## src/rtl/sprite_pkg.sv

```systemverilog
// Shared constants and types for the player sprite animation sequencer.
package sprite_pkg;

  localparam logic [7:0] KEY_LEFT  = 8'd80;
  localparam logic [7:0] KEY_RIGHT = 8'd79;
  localparam logic [7:0] KEY_JUMP  = 8'd44;

  localparam logic [3:0] SPR_IDLE  = 4'd0;
  localparam logic [3:0] SPR_WALK0 = 4'd1;

  // Walk index covers up to 8 frames; jump counter covers up to 32 ticks.
  localparam int unsigned IDX_W = 3;
  localparam int unsigned K_W   = 5;
  localparam int unsigned JY_W  = 6;

  typedef enum logic [1:0] {
    IDLE = 2'd0,
    WALK = 2'd1,
    JUMP = 2'd2
  } anim_state_t;

endpackage

```

## src/rtl/anim_counter.sv

```systemverilog
// Tick-enabled divide-by-ANIM_DIV counter producing a modulo-WALK_FRAMES walk index.
module anim_counter
  import sprite_pkg::*;
#(
  parameter int unsigned ANIM_DIV    = 8,
  parameter int unsigned WALK_FRAMES = 4
) (
  input  logic             clk,
  input  logic             rst,
  input  logic             tick,
  input  logic             clr,
  output logic [IDX_W-1:0] idx,
  output logic [IDX_W-1:0] idx_nxt_c
);

  localparam int unsigned DIV_W = $clog2(ANIM_DIV);

  logic [DIV_W-1:0] div;
  logic [DIV_W-1:0] div_nxt;

  // Clear has priority so a direction change always restarts the cycle.
  always_comb begin
    div_nxt   = div;
    idx_nxt_c = idx;
    if (clr) begin
      div_nxt   = '0;
      idx_nxt_c = '0;
    end else if (tick) begin
      if (div == DIV_W'(ANIM_DIV - 1)) begin
        div_nxt   = '0;
        idx_nxt_c = (idx == IDX_W'(WALK_FRAMES - 1)) ? '0 : idx + IDX_W'(1);
      end else begin
        div_nxt = div + DIV_W'(1);
      end
    end
  end

  always_ff @(posedge clk or posedge rst) begin
    if (rst) begin
      div <= '0;
      idx <= '0;
    end else begin
      div <= div_nxt;
      idx <= idx_nxt_c;
    end
  end

endmodule

```

## src/rtl/sprite_anim_ctrl.sv

```systemverilog
// Per-frame player sprite sequencer: IDLE/WALK/JUMP FSM, walk-cycle index,
// facing direction and triangular jump height profile.
module sprite_anim_ctrl
  import sprite_pkg::*;
#(
  parameter int unsigned ANIM_DIV    = 8,
  parameter int unsigned WALK_FRAMES = 4,
  parameter int unsigned JUMP_FRAMES = 16,
  parameter int unsigned JUMP_STEP   = 2
) (
  input  logic            Clk,
  input  logic            Reset,
  input  logic            frame_tick,
  input  logic [7:0]      Keycode,
  output logic [3:0]      sprite_sel,
  output logic            face_left,
  output logic            walking,
  output logic            jumping,
  output logic [JY_W-1:0] jump_y
);

  localparam logic [3:0] SPR_JUMP = SPR_WALK0 + 4'(WALK_FRAMES);

  anim_state_t      state, state_nxt;
  logic             face_nxt;
  logic [K_W-1:0]   k, k_nxt;
  logic             adv_c, clr_c;
  logic [IDX_W-1:0] walk_idx, idx_nxt_c;
  logic [3:0]       sprite_nxt;
  logic [JY_W-1:0]  lift_c, jy_nxt;
  logic             key_left, key_right, key_jump;

  assign key_left  = (Keycode == KEY_LEFT);
  assign key_right = (Keycode == KEY_RIGHT);
  assign key_jump  = (Keycode == KEY_JUMP);

  // Every tick that is not a same-direction walk step restarts the walk cycle.
  assign clr_c = frame_tick & ~adv_c;

  anim_counter #(
    .ANIM_DIV    (ANIM_DIV),
    .WALK_FRAMES (WALK_FRAMES)
  ) u_walk_cnt (
    .clk       (Clk),
    .rst       (Reset),
    .tick      (adv_c),
    .clr       (clr_c),
    .idx       (walk_idx),
    .idx_nxt_c (idx_nxt_c)
  );

  always_comb begin
    state_nxt = state;
    face_nxt  = face_left;
    k_nxt     = k;
    adv_c     = 1'b0;
    if (frame_tick) begin
      unique case (state)
        IDLE: begin
          if (key_left) begin
            state_nxt = WALK;
            face_nxt  = 1'b1;
          end else if (key_right) begin
            state_nxt = WALK;
            face_nxt  = 1'b0;
          end else if (key_jump) begin
            state_nxt = JUMP;
            k_nxt     = '0;
          end
        end
        WALK: begin
          if (key_left) begin
            adv_c    = face_left;
            face_nxt = 1'b1;
          end else if (key_right) begin
            adv_c    = ~face_left;
            face_nxt = 1'b0;
          end else if (key_jump) begin
            state_nxt = JUMP;
            k_nxt     = '0;
          end else begin
            state_nxt = IDLE;
          end
        end
        JUMP: begin
          if (k == K_W'(JUMP_FRAMES - 1)) begin
            state_nxt = IDLE;
            k_nxt     = '0;
          end else begin
            k_nxt = k + K_W'(1);
          end
        end
        default: state_nxt = IDLE;
      endcase
    end
  end

  // Output values for the next frame, derived from next-state so they land on the tick edge.
  always_comb begin
    sprite_nxt = SPR_IDLE;
    jy_nxt     = '0;
    lift_c     = '0;
    if (k_nxt < K_W'(JUMP_FRAMES / 2)) begin
      lift_c = JY_W'(k_nxt);
    end else begin
      lift_c = JY_W'(JUMP_FRAMES) - JY_W'(k_nxt);
    end
    unique case (state_nxt)
      WALK: sprite_nxt = SPR_WALK0 + 4'(idx_nxt_c);
      JUMP: begin
        sprite_nxt = SPR_JUMP;
        jy_nxt     = JY_W'(JUMP_STEP) * lift_c;
      end
      default: sprite_nxt = SPR_IDLE;
    endcase
  end

  always_ff @(posedge Clk or posedge Reset) begin
    if (Reset) begin
      state      <= IDLE;
      face_left  <= 1'b0;
      k          <= '0;
      sprite_sel <= SPR_IDLE;
      walking    <= 1'b0;
      jumping    <= 1'b0;
      jump_y     <= '0;
    end else begin
      state      <= state_nxt;
      face_left  <= face_nxt;
      k          <= k_nxt;
      sprite_sel <= sprite_nxt;
      walking    <= (state_nxt == WALK);
      jumping    <= (state_nxt == JUMP);
      jump_y     <= jy_nxt;
    end
  end

endmodule

```

## config.mk

```make
export PLATFORM = sky130hd
export DESIGN_NAME = sprite_anim_ctrl
export DESIGN_NICKNAME = d
export VERILOG_FILES = /design/src/rtl/sprite_pkg.sv /design/src/rtl/anim_counter.sv /design/src/rtl/sprite_anim_ctrl.sv
export SDC_FILE = /design/constraint.sdc
export NUM_CORES = 1
export LEC_CHECK = 0
export CORE_ASPECT_RATIO = 2
export CORE_MARGIN = 2
export CORE_UTILIZATION = 52
export DETAILED_ROUTE_END_ITERATION = 10
export GPL_ROUTABILITY_DRIVEN = 0
export PLACE_DENSITY = 0.85
export SLEW_MARGIN = 20
export SYNTH_ARGS = -nofsm -noshare
export SYNTH_HDL_FRONTEND = slang
export SYNTH_SLANG_ARGS = --single-unit
```

## constraint.sdc

```tcl
create_clock -name Clk -period 2.35 [get_ports Clk]
set_input_delay 0.235 -clock Clk [delete_from_list [all_inputs] [get_ports Clk]]
set_output_delay 0.235 -clock Clk [all_outputs]
set_load 0.1 [all_outputs]
```

# After elaboration in Yosys (flattened, before gate mapping)
# Index checks and enable logic that the tools add are counted.
# Widths: inputs -> output; s select.
[op_classes]
n_reduce_logical = 5
n_eq_ne = 10
div = 0
multipliers = 0
n_addsub = 5
bitwise = 3
shifts = 0
muxes = 31
n_lt_le_gt_ge = 1
[ops]
columns = ["cell", "count"]
rows = [
  ["$mux 5", 6],
  ["$mux 3", 7],
  ["$eq 8x7->1 const B", 2],
  ["$mux 2", 8],
  ["$pmux 5 s2", 1],
  ["$eq 8x6->1 const B", 1],
  ["$pmux 4 s2", 1],
  ["$add 3x1->3 const B", 2],
  ["$mux 1", 6],
  ["$mux 6", 1],
  ["$pmux 2 s3", 1],
  ["$add 5x1->5 const B", 1],
  ["$eq 5x4->1 const B", 1],
  ["$lt 5x4->1 const B", 1],
  ["$sub 5x5->5 const A", 1],
  ["$add 1x3->4 const A", 1],
  ["$eq 2x1->1 const B", 2],
  ["$eq 2x2->1 const B", 2],
  ["$reduce_bool 2->1", 2],
  ["$eq 3x2->1 const B", 1],
  ["$eq 3x3->1 const B", 1],
  ["$reduce_and 3->1", 1],
  ["$logic_not 2->1", 1],
  ["$not 1->1", 2],
  ["other kinds (2)", 2],
]
[word_totals]
mem_bits_rw = 0
memories = 0
rom_bits = 0
reg_bits = 26
out_inout_bits = 13
elab_cells = 64
input_bits = 11
latch_bits = 0

# Longest topological paths before layout
# Gate-level depths: netlist of the first run.
[logic_depth]
depth_word = 10
ltp_mapped = 10
ltp_nobuf = 9

# Hierarchy
# Synthesis of the first run repeated with hierarchy kept, for this count alone.
[hier_totals]
hier_cells = 141
hier_area_um2 = 1506.4
[by_module_without_submodules]
columns = ["mod", "cells_each", "instances", "area_per_inst_um2", "seq_area_each_um2"]
rows = [
  ["sprite_anim_ctrl", 113, 1, 1187.4, 475.5],
  ["anim_counter", 28, 1, 319.1, 150.1],
]

# Least setup slack after synthesis of the first run
# No wires, ideal clock.
[synth_timing]
path_kind = "flip-flop to flip-flop"
start = "register face_left"
end = "register sprite_sel[1]"
setup_ps = 119
slack_ps = -178
stages_incl_launch_ff = 6
period_less_slack_ps = 2528
t_arrival_ps = 2409
cell_sequence = "dfrtp_1 a32oi_1 or4b_1 a21oi_1 ha_1 and2_1"
[synth_via]
elab_chain_cells = 10
[synth_rtl]
columns = ["item", "line", "rtl"]
rows = [
  ["start: declaration", "sprite_anim_ctrl.sv:16", "output logic face_left,"],
  ["start signal: assignment", "sprite_anim_ctrl.sv:129", "face_left <= face_nxt;"],
  ["$not 1->1", "sprite_anim_ctrl.sv:76", "adv_c = ~face_left;"],
  ["$mux 1", "sprite_anim_ctrl.sv:75", "end else if (key_right) begin"],
  ["$mux 1 *", "sprite_anim_ctrl.sv:72", "if (key_left) begin"],
  ["$mux 1 *", "sprite_anim_ctrl.sv:58", "unique case (state)"],
  ["$mux 1 *", "sprite_anim_ctrl.sv:57", "if (frame_tick) begin"],
  ["$not 1->1", "sprite_anim_ctrl.sv:38", "assign clr_c = frame_tick & ~adv_c;"],
  ["$and 1x1->1", "sprite_anim_ctrl.sv:38", ""],
  ["$mux 3 *", "anim_counter.sv:25", "if (clr) begin"],
  ["via idx_nxt_c[1]", "sprite_anim_ctrl.sv:28", "logic [IDX_W-1:0] walk_idx, idx_nxt_c;"],
  ["$add 1x3->4 *", "sprite_anim_ctrl.sv:109", "WALK: sprite_nxt = SPR_WALK0 + 4'(idx_nxt_c);"],
  ["$pmux 4 s2 *", "sprite_anim_ctrl.sv:108", "unique case (state_nxt)"],
  ["via sprite_nxt[1]", "sprite_anim_ctrl.sv:29", "logic [3:0] sprite_nxt;"],
  ["end signal: assignment", "sprite_anim_ctrl.sv:131", "sprite_sel <= sprite_nxt;"],
  ["end: declaration", "sprite_anim_ctrl.sv:15", "output logic [3:0] sprite_sel,"],
]
# The timed path passes the listed nets; every way through them passes the cells marked *.
# A chain may end at the register's enable or synchronous reset.

# Final worst setup path of the first run
[layout_timing]
start = "input Keycode[7]"
end = "register sprite_sel[2]"
[layout_rtl]
columns = ["item", "line", "rtl"]
rows = [
  ["start: declaration", "sprite_anim_ctrl.sv:14", "input logic [7:0] Keycode,"],
  ["$eq 8x6->1", "sprite_anim_ctrl.sv:35", "assign key_jump = (Keycode == KEY_JUMP);"],
  ["$mux 2, on equally long branches", "sprite_anim_ctrl.sv:78, sprite_anim_ctrl.sv:66", ""],
  ["$mux 2, on equally long branches", "sprite_anim_ctrl.sv:75, sprite_anim_ctrl.sv:63", ""],
  ["$mux 2, on equally long branches", "sprite_anim_ctrl.sv:72, sprite_anim_ctrl.sv:60", ""],
  ["$pmux 2 s3 *", "sprite_anim_ctrl.sv:58", ""],
  ["$mux 2 *", "sprite_anim_ctrl.sv:57", ""],
  ["via state_nxt[1]", "sprite_anim_ctrl.sv:24", "anim_state_t state, state_nxt;"],
  ["$eq 2x2->1 / $eq 2x1->1 (equally long branches)", "sprite_anim_ctrl.sv:108", ""],
  ["$pmux 4 s2 *", "sprite_anim_ctrl.sv:108", ""],
  ["via sprite_nxt[2]", "sprite_anim_ctrl.sv:29", ""],
]
# Marks and branches as above.

==> flow_summary.ini, run 1 <==
[timing]
slew_viol_final = 0
setup_violations = 0
hold_slack_ns = 0.295
period_minus_slack_ns = 2.22
max-slew-margin-rel_pct = 66.2
fin_setup_tns_ns = 0
post-route-period-util_pct = 94.5
hold_violations = 0
fmax_mhz = 450
fin_ws_ns = 0.130
skew_ns = 0.0107
worst_pin_slew_ns = 0.508
rsz0062_at_grt = false

[critical_path]
r2r_setup_slack_ns = 0.16
end_kind = register
critPathBufInv = 1
cp.required_ns = 2.53
startpoint_type = input pin
crit_cells = 9
crit_start = Keycode[7]
cp_data_arrival_time_ns = 2.40
reg2reg_from = state[1]
crit_slowest_cell = clkdlybuf4s50_1
crit_type = input pin to register
path_delay_family = simple AND/OR/NAND/NOR gates
timing.critical_path.fanout_max = 4
crit_chain = clkdlybuf4s50_1 -> nor4b_4 -> nand4_1 -> a21boi_0 -> o21ai_0 -> ha_1 -> nor2b_2 -> nand2b_1 -> o311ai_1
r2r_end = sprite_sel[2]
r2r_cells = 8
crit_path_end = sprite_sel[2]
max_stage_delay_ns = 0.51

[clock_network]
worst_skew_pair.late_latency_ns = 0.28
cts_buffers = 3
htreeDepth = 1
path_clk_slew_ns = 0.10
holdBufCountCts = 0
cts_tree = yes
clk_path_buf_depth = 2
cts_root_buffer = clkbuf_8
clock-sinks = 25

[detailed_routing]
drc_errors = 0
wl_per_cell_microns = 16.4
drt-total-wl_microns = 3250
ant_nets = 0
vias_per_cell = 5.93
dr_total_vias = 1174
first_iter_violations = 29
dr.pass1.iters = 5

[synth]
ys_types = 47
synth_fp_nets = 149
synth_area_per_cell_sq_um = 10.7
synth_top_area_share_pct = 45.2
synthFlopType = dfrtp_1
synth_top_cell_by_area = dfrtp_1
async_reset_ff_share_pct = 100
synth_area_sq_um = 1390
yosysWarnings = 0
synth_seq_area_share_pct = 45.2
synth_area_leaders = dfrtp_1 (45%), ha_1 (7.2%), inv_1 (3.0%)
synth-edff-count = 0
ys_ff_latch = 25
netlist_instances = 130

[floorplanning]
initial_core_util_pct = 54.6
chipHeight_microns = 77.0
chipWidth_microns = 40.5
fp.coreArea_sq_um = 2540
row_count = 26
die_area_sq_um = 3120
io-pin-count = 24

[global_routing]
grtUsageTotal_pct = 24.5
grt_max_degree = 26
grt_pass1_wl_microns = 5440
grt_overflow = 0
antenna_found_initial = 0
grt_pass1_vias = 1264

[layout]
fin_nets = 190
num_antenna_cells = 0
final_cell_mix = buf_4 (29), dfrtp_1 (24), inv_1 (11)
drive_above_1_share_pct = 26.5
stdcell_count = 198
synthToLayoutAreaGrowth_pct = 28.1
final_common_cell = buf_4
fillCellCount = 193
final_util_pct = 69.9

[place]
pre_cts_ws_ns = -0.227
dp_hpwl_microns = 2510
numPortBuffers = 22
post-place-cells = 194

[power_and_ir_drop]
power_leakage_nw = 0.851
p_per_area_nw_per_um2 = 570
irDropWorstVdd_v = 0.000521

[flow_run]
drv_cap = 0

[outcome]
status = finished clean

[worst_hold_path]
hp-class = input pin to asynchronous set/reset pin
==> logic make-up (layout without fill, tap and decap cells) <==
| family | Yosys count | after routing | share of synthesized area, % |
|---|---|---|---|
| adder cells (fa/ha/maj) | 8 | 8 | 7.23 |
| multiplexers | 2 | 2 | 1.45 |
| flip-flops | 25 | 25 | 45.2 |
| AO/OA/AOI/OAI | 32 | 32 | 17.6 |
| AND/OR/NAND/NOR | 47 | 47 | 23.3 |
| other | 1 | 1 | 0.271 |
| buffers and inverters | 15 | 55 | 4.97 |
==> cell usage after synthesis, types with 3 or more instances <==
master,number
a21oi_1,6
a22o_1,3
nand3_1,4
nand2b_1,6
o21ai_0,5
inv_1,11
dfrtp_1,25
nand4_1,4
nand2_1,4
nor2b_1,5
nor2_1,5
ha_1,8
==> worst min path at each step <==
stage                                  from           endpoint  slack, ns
after floorplan                       Reset          jump_y[1]       0.26
after global placement    u_walk_cnt.div[1]  u_walk_cnt.div[1]       0.49
after detailed placement  u_walk_cnt.div[1]  u_walk_cnt.div[1]       0.52
after CTS                             Reset          jump_y[2]       0.30
after global routing                  Reset          jump_y[2]       0.34
final                                 Reset          jump_y[2]       0.29
==> repair_timing <==
action	CTS	global route
setup buffers	0	0
setup endpoints to repair	0	1
resized for setup	0	2
==> layout make-up <==
cell class | instances | area, sq um | share of cell area (%)
Inverter | 12 | 45.0 | 2.54
Timing Repair Buffer | 39 | 318 | 17.9
Multi-Input combinational cell | 90 | 699 | 39.4
Sequential cell | 25 | 627 | 35.3
Tap cell | 28 | 35.0 | 1.97
Clock buffer | 3 | 41.3 | 2.33
Clock inverter | 1 | 8.76 | 0.494
==> through the flow <==
step           instance area (sq um)  power [mW]
6_report                        1770        1.01
5_1_grt                         1770        1.06
3_5_place_dp                    1720       0.740
2_1_floorplan                   1390       0.659
4_1_cts                         1770        1.02
3_3_place_gp                    1720       0.728
==> tightest hold or removal path, stage by stage <==
cell and delay [ns]:
clkdlybuf4s50_1 0.39, inv_1 0.05, buf_4 0.30
==> metal layers <==
layer  global-route usage, %  share of wire (%)  up-vias
li1                        -                  -      559
met1                    26.3                 33      587
met4                    9.67                1.9        0
met3                    3.47                1.9        8
met5                       0                  0        -
met2                    43.3                 63       20
==> state kept, by name, indices dropped and copies added (netlist names) <==
name and count:
u_walk_cnt.idx 3, u_walk_cnt.div 3, face_left 1, walking 1, state 2, jump_y 5
sprite_sel 4, jumping 1, k 5
==> power by group <==
part           leakage (nW)  total (mW)  internal [mW]  switching [mW]
Sequential            0.330       0.482          0.452          0.0301
Clock                0.0261       0.268          0.124           0.143
Combinational         0.495       0.262         0.0975           0.164
Total                 0.851        1.01          0.674           0.338
(Power assumes the default switching activity.)
==> run 2: changes to the inputs <==
Settings changed: HOLD_SLACK_MARGIN from default to 0.05, RECOVER_POWER from default to 100.
==> run 2 against run 1 <==
Compared with the run above: wire length up 0.62%; critical endpoint unchanged; clock skew down 0.0014 ns; combinational power down 3%; flip-flop and latch count unchanged; sequential share of layout area up 1.3 points; worst hold slack better by 0.25 ns; total power down 0.69%; core utilization down 2.4 points.
==> flow_summary.ini, run 2 (same netlist as run 1, synthesis figures left out) <==
[floorplanning]
chipHeight_microns = 77.0
initial_core_util_pct = 54.6
fp.coreArea_sq_um = 2540
row_count = 26
io-pin-count = 24
die_area_sq_um = 3120
chipWidth_microns = 40.5

[critical_path]
end_kind = register
crit_type = register to register
crit_start = k[0]
max_stage_delay_ns = 0.43
r2r_setup_slack_ns = 0.13
r2r_cells = 7
reg2reg_from = k[0]
crit_path_end = sprite_sel[2]
startpoint_type = register
crit_cells = 7
critPathBufInv = 0
cp_data_arrival_time_ns = 2.40
crit_chain = ha_1 -> and4b_1 -> o21ai_0 -> ha_1 -> nor2b_2 -> nand2b_1 -> o311ai_1
r2r_end = sprite_sel[2]
crit_slowest_cell = dfrtp_1
crit_top_cell = ha_1
timing.critical_path.fanout_max = 5
cp.required_ns = 2.53
path_delay_family = adder cells

[layout]
design_area_sq_um = 1710
final_cell_mix = dfrtp_1 (24), clkbuf_1 (14), buf_4 (13)
stdcell_count = 198
final_common_cell = dfrtp_1
drive_above_1_share_pct = 17.1
reg_top3 = jump_y x5, k x5, sprite_sel x4
num_antenna_cells = 0
synthToLayoutAreaGrowth_pct = 23.7
fin_nets = 190
final_util_pct = 67.5
fillCellCount = 216

[clock_network]
clock-sinks = 25
holdBufCountCts = 0
htreeDepth = 1
worst_skew_pair.late_latency_ns = 0.28
cts_root_buffer = clkbuf_8
cts_tree = yes
cts_buffers = 3
path_clk_slew_ns = 0.09
clk_path_buf_depth = 2
cts.repair_timing.setup_buffer_count = 0

[timing]
fin_setup_tns_ns = 0
fin_ws_ns = 0.132
max-slew-margin-rel_pct = 14.3
hold_violations = 0
hold_slack_ns = 0.540
setup_violations = 0
post-route-period-util_pct = 94.4
fmax_mhz = 451
skew_ns = 0.00927
slew_viol_final = 0
period_minus_slack_ns = 2.22
rsz0062_at_grt = false
worst_pin_slew_ns = 1.29

[outcome]
status = finished clean

[global_routing]
antenna_found_initial = 0
grt_overflow = 0
grtUsageTotal_pct = 24.5
grt_pass1_wl_microns = 5440
grt_pass1_vias = 1264
grt_max_degree = 26

[place]
placed_area_sq_um = 1720
post-place-cells = 194
pre_cts_ws_ns = -0.227
dp_hpwl_microns = 2510
numPortBuffers = 22

[detailed_routing]
wl_per_cell_microns = 16.5
first_iter_violations = 31
drc_errors = 0
vias_per_cell = 5.95
ant_nets = 0
drt-total-wl_microns = 3270
dr.pass1.iters = 4
dr_total_vias = 1179

[power_and_ir_drop]
p_total_mw = 1.00
irDropWorstVdd_v = 0.000522
p_per_area_nw_per_um2 = 587
power_leakage_nw = 0.791

[flow_run]
drv_cap = 0

[worst_hold_path]
hp-start = u_walk_cnt.div[2]
hp-class = register to register
run 2: cell count changes in the layout (fill, tap and decap cells not counted), sizes merged:
| cell | change |
|---|---|
| dlygate4sd3 | +1 |
| clkbuf | +16 |
| buf | -16 |
| clkdlybuf4s50 | -1 |
run 2: power breakdown:
group          total (mW)  internal [mW]  switching (mW)
registers           0.483          0.452          0.0304
logic               0.254         0.0897           0.164
clock network       0.268          0.124           0.144
total                1.00          0.666           0.338
run 2: metal layers:
layer / global-route usage, % / up-vias / share of wire [%]
li1: - / 560 / -
met1: 26.3 / 579 / 33
met2: 43.3 / 28 / 63
met3: 3.47 / 12 / 2.0
met4: 9.67 / 0 / 2.4
met5: 0 / - / 0
run 2: how the worst min path moves through the flow:
stage,cells after the start,endpoint,slack (ns)
2_1_floorplan,1,jump_y[1],0.26
3_3_place_gp,1,u_walk_cnt.div[1],0.49
3_5_place_dp,1,u_walk_cnt.div[1],0.52
4_1_cts,3,jump_y[2],0.30
5_1_grt,1,u_walk_cnt.div[2],0.56
6_report,1,u_walk_cnt.div[2],0.54
run 2: final cells by class:
type | instances | area [sq um] | area share (%)
sequential | 25 | 627 | 36.6
clock inverter | 1 | 8.76 | 0.511
timing repair buffer | 39 | 265 | 15.5
tap | 28 | 35.0 | 2.05
multi-input combinational | 90 | 691 | 40.3
inverter | 12 | 45.0 | 2.63
clock buffer | 3 | 41.3 | 2.41
run 2: timing repair:
action	in CTS	in global routing
setup endpoints to repair	0	1
resized for setup	0	2
hold endpoints to repair	0	0
==> run 3: changes to the inputs <==
Settings changed: CORE_MARGIN 2 to default.
Clock period 2.35 ns to 2.2 ns, I/O delays scaled along.
==> run 3 against run 2 <==
Compared with the run above: critical path depth up 1; via count up 3.8%; clock power up 3%; setup slack worse by 0.085 ns; final area up 11%; combinational power up 31%; register-to-register slack worse by 0.07 ns; first-iteration DRC count down 52%; total power up 12%; non-clock buffer count up 13; clock skew down 0.0068 ns; critical path type is now input pin to register.
==> flow_summary.ini, run 3 (same netlist as run 1, synthesis figures left out) <==
[layout]
fillCellCount = 189
drive_above_1_share_pct = 31.7
synthToLayoutAreaGrowth_pct = 37.6
num_antenna_cells = 0
final_cell_mix = buf_4 (29), dfrtp_1 (23), clkbuf_1 (13)
reg_top3 = jump_y x5, k x5, sprite_sel x4
final_common_cell = buf_4
fin_nets = 203

[timing]
skew_ns = 0.00249
fmax_mhz = 464
setup_violations = 0
hold_slack_ns = 0.388
worst_pin_slew_ns = 1.17
fin_setup_tns_ns = 0
period_minus_slack_ns = 2.15
slew_viol_final = 0
hold_violations = 0
post-route-period-util_pct = 97.9
max-slew-margin-rel_pct = 22.2

[critical_path]
r2r_end = sprite_sel[2]
max_stage_delay_ns = 0.56
cp.required_ns = 2.34
critPathBufInv = 1
crit_path_end = sprite_sel[2]
cp_data_arrival_time_ns = 2.29
reg2reg_from = u_walk_cnt.div[0]
crit_start = Keycode[4]
crit_cells = 8
crit_type = input pin to register
startpoint_type = input pin
end_kind = register
r2r_setup_slack_ns = 0.06
r2r_cells = 8
crit_chain = clkdlybuf4s50_1 -> nor2b_1 -> a32oi_2 -> or4b_4 -> a21oi_2 -> ha_1 -> nand2b_1 -> o311ai_2
timing.critical_path.fanout_max = 4
path_delay_family = simple AND/OR/NAND/NOR gates
crit_slowest_cell = or4b_4

[clock_network]
path_clk_slew_ns = 0.09
cts_tree = yes
clock-sinks = 25
htreeDepth = 1
cts_root_buffer = clkbuf_8
clk_path_buf_depth = 2
worst_skew_pair.late_latency_ns = 0.27
cts_buffers = 3

[detailed_routing]
met1_length_microns = 1190
drt-total-wl_microns = 3560
dr_total_vias = 1224
dr.pass1.iters = 4
drc_errors = 0
first_iter_violations = 15
routed-wl-met2_microns = 2210
wl_met3_microns = 77
wl_per_cell_microns = 16.9
highest-signal-layer = met4
ant_nets = 0
vias_per_cell = 5.80

[floorplanning]
initial_core_util_pct = 54.6
fp.coreArea_sq_um = 2540
io-pin-count = 24
row_count = 26
die_area_sq_um = 2890
chipWidth_microns = 38.5
chipHeight_microns = 75.0

[global_routing]
grt_pass1_wl_microns = 5310
grtUsageTotal_pct = 26.0
grt_max_degree = 21
grt_overflow = 0
antenna_found_initial = 0
grt_pass1_vias = 1267

[worst_hold_path]
hp-class = input pin to register

[place]
numPortBuffers = 22
dp_hpwl_microns = 2630

[flow_run]
drv_cap = 0

[power_and_ir_drop]
power_leakage_nw = 0.900
irDropWorstVdd_v = 0.000610
p_per_area_nw_per_um2 = 589

[outcome]
status = finished clean
==> run 3: cell count changes in the layout (fill, tap and decap cells not counted), sizes merged <==
| cell | change |
|---|---|
| clkbuf | -3 |
| buf | +16 |
| dlymetal6s2s | +3 |
| clkinvlp | +1 |
| inv | -1 |
| clkdlybuf4s50 | -3 |
==> run 3: per-stage QoR <==
step | setup slack (ns) | instances | utilization (%) | instance area (sq um) | power, mW
2_1_floorplan | 0.0193 | 130 | - | 1390 | 0.705
3_3_place_gp | -0.188 | 204 | 70.7 | 1790 | 0.824
3_5_place_dp | -0.316 | 204 | 70.7 | 1790 | 0.837
4_1_cts | 0.0137 | 208 | 72.9 | 1850 | 1.11
5_1_grt | -0.0425 | 211 | 75.1 | 1910 | 1.16
6_report | 0.0467 | 211 | 75.1 | 1910 | 1.12
==> run 3: area by class of cell <==
type	instances	area, sq um	share of cell area, %
clock inverters	1	7.51	0.394
well taps	28	35.0	1.84
repair buffers	52	374	19.6
flip-flops and latches	25	631	33.1
multi-input cells	90	772	40.5
inverters	12	45.0	2.36
clock buffers	3	41.3	2.17
==> run 3: worst register-to-register path, cell delays in order, from the launching register on <==
cell      delay [ns]
dfrtp_1         0.38
ha_1            0.16
ha_1            0.19
nand4_1         0.16
or4_4           0.54
a21oi_4         0.18
ha_1            0.18
nand2b_1        0.13
o311ai_2        0.09
==> run 3: worst min path at each step <==
stage / start / to / depth (start not counted) / slack [ns]
2_1_floorplan: Reset / face_left / 1 / 0.25
3_3_place_gp: u_walk_cnt.div[1] / u_walk_cnt.div[1] / 1 / 0.49
3_5_place_dp: u_walk_cnt.div[1] / u_walk_cnt.div[1] / 1 / 0.51
4_1_cts: Reset / jump_y[1] / 2 / 0.39
5_1_grt: Keycode[5] / face_left / 4 / 0.42
6_report: Keycode[5] / face_left / 4 / 0.39
==> run 3: report_power, final <==
group	internal, mW	switching, mW
combinational	0.134	0.198
clock	0.128	0.148
sequential	0.484	0.0287
total	0.747	0.375
==> run 3: routing by layer <==
metal	global-route usage [%]	up-vias
li1	-	585
met3	2.95	10
met4	16.1	0
met5	0	-
met1	23.2	603
met2	50.2	26
==> run 3: repair_timing <==
| action | 4_1_cts | 5_1_grt |
|---|---|---|
| hold buffers | 0 | 0 |
| gates resized for setup | 3 | 21 |
| setup buffers | 0 | 3 |
| hold endpoints to repair | 0 | 0 |
| pin swaps | 0 | 11 |
| setup endpoints to repair | 2 | 3 |
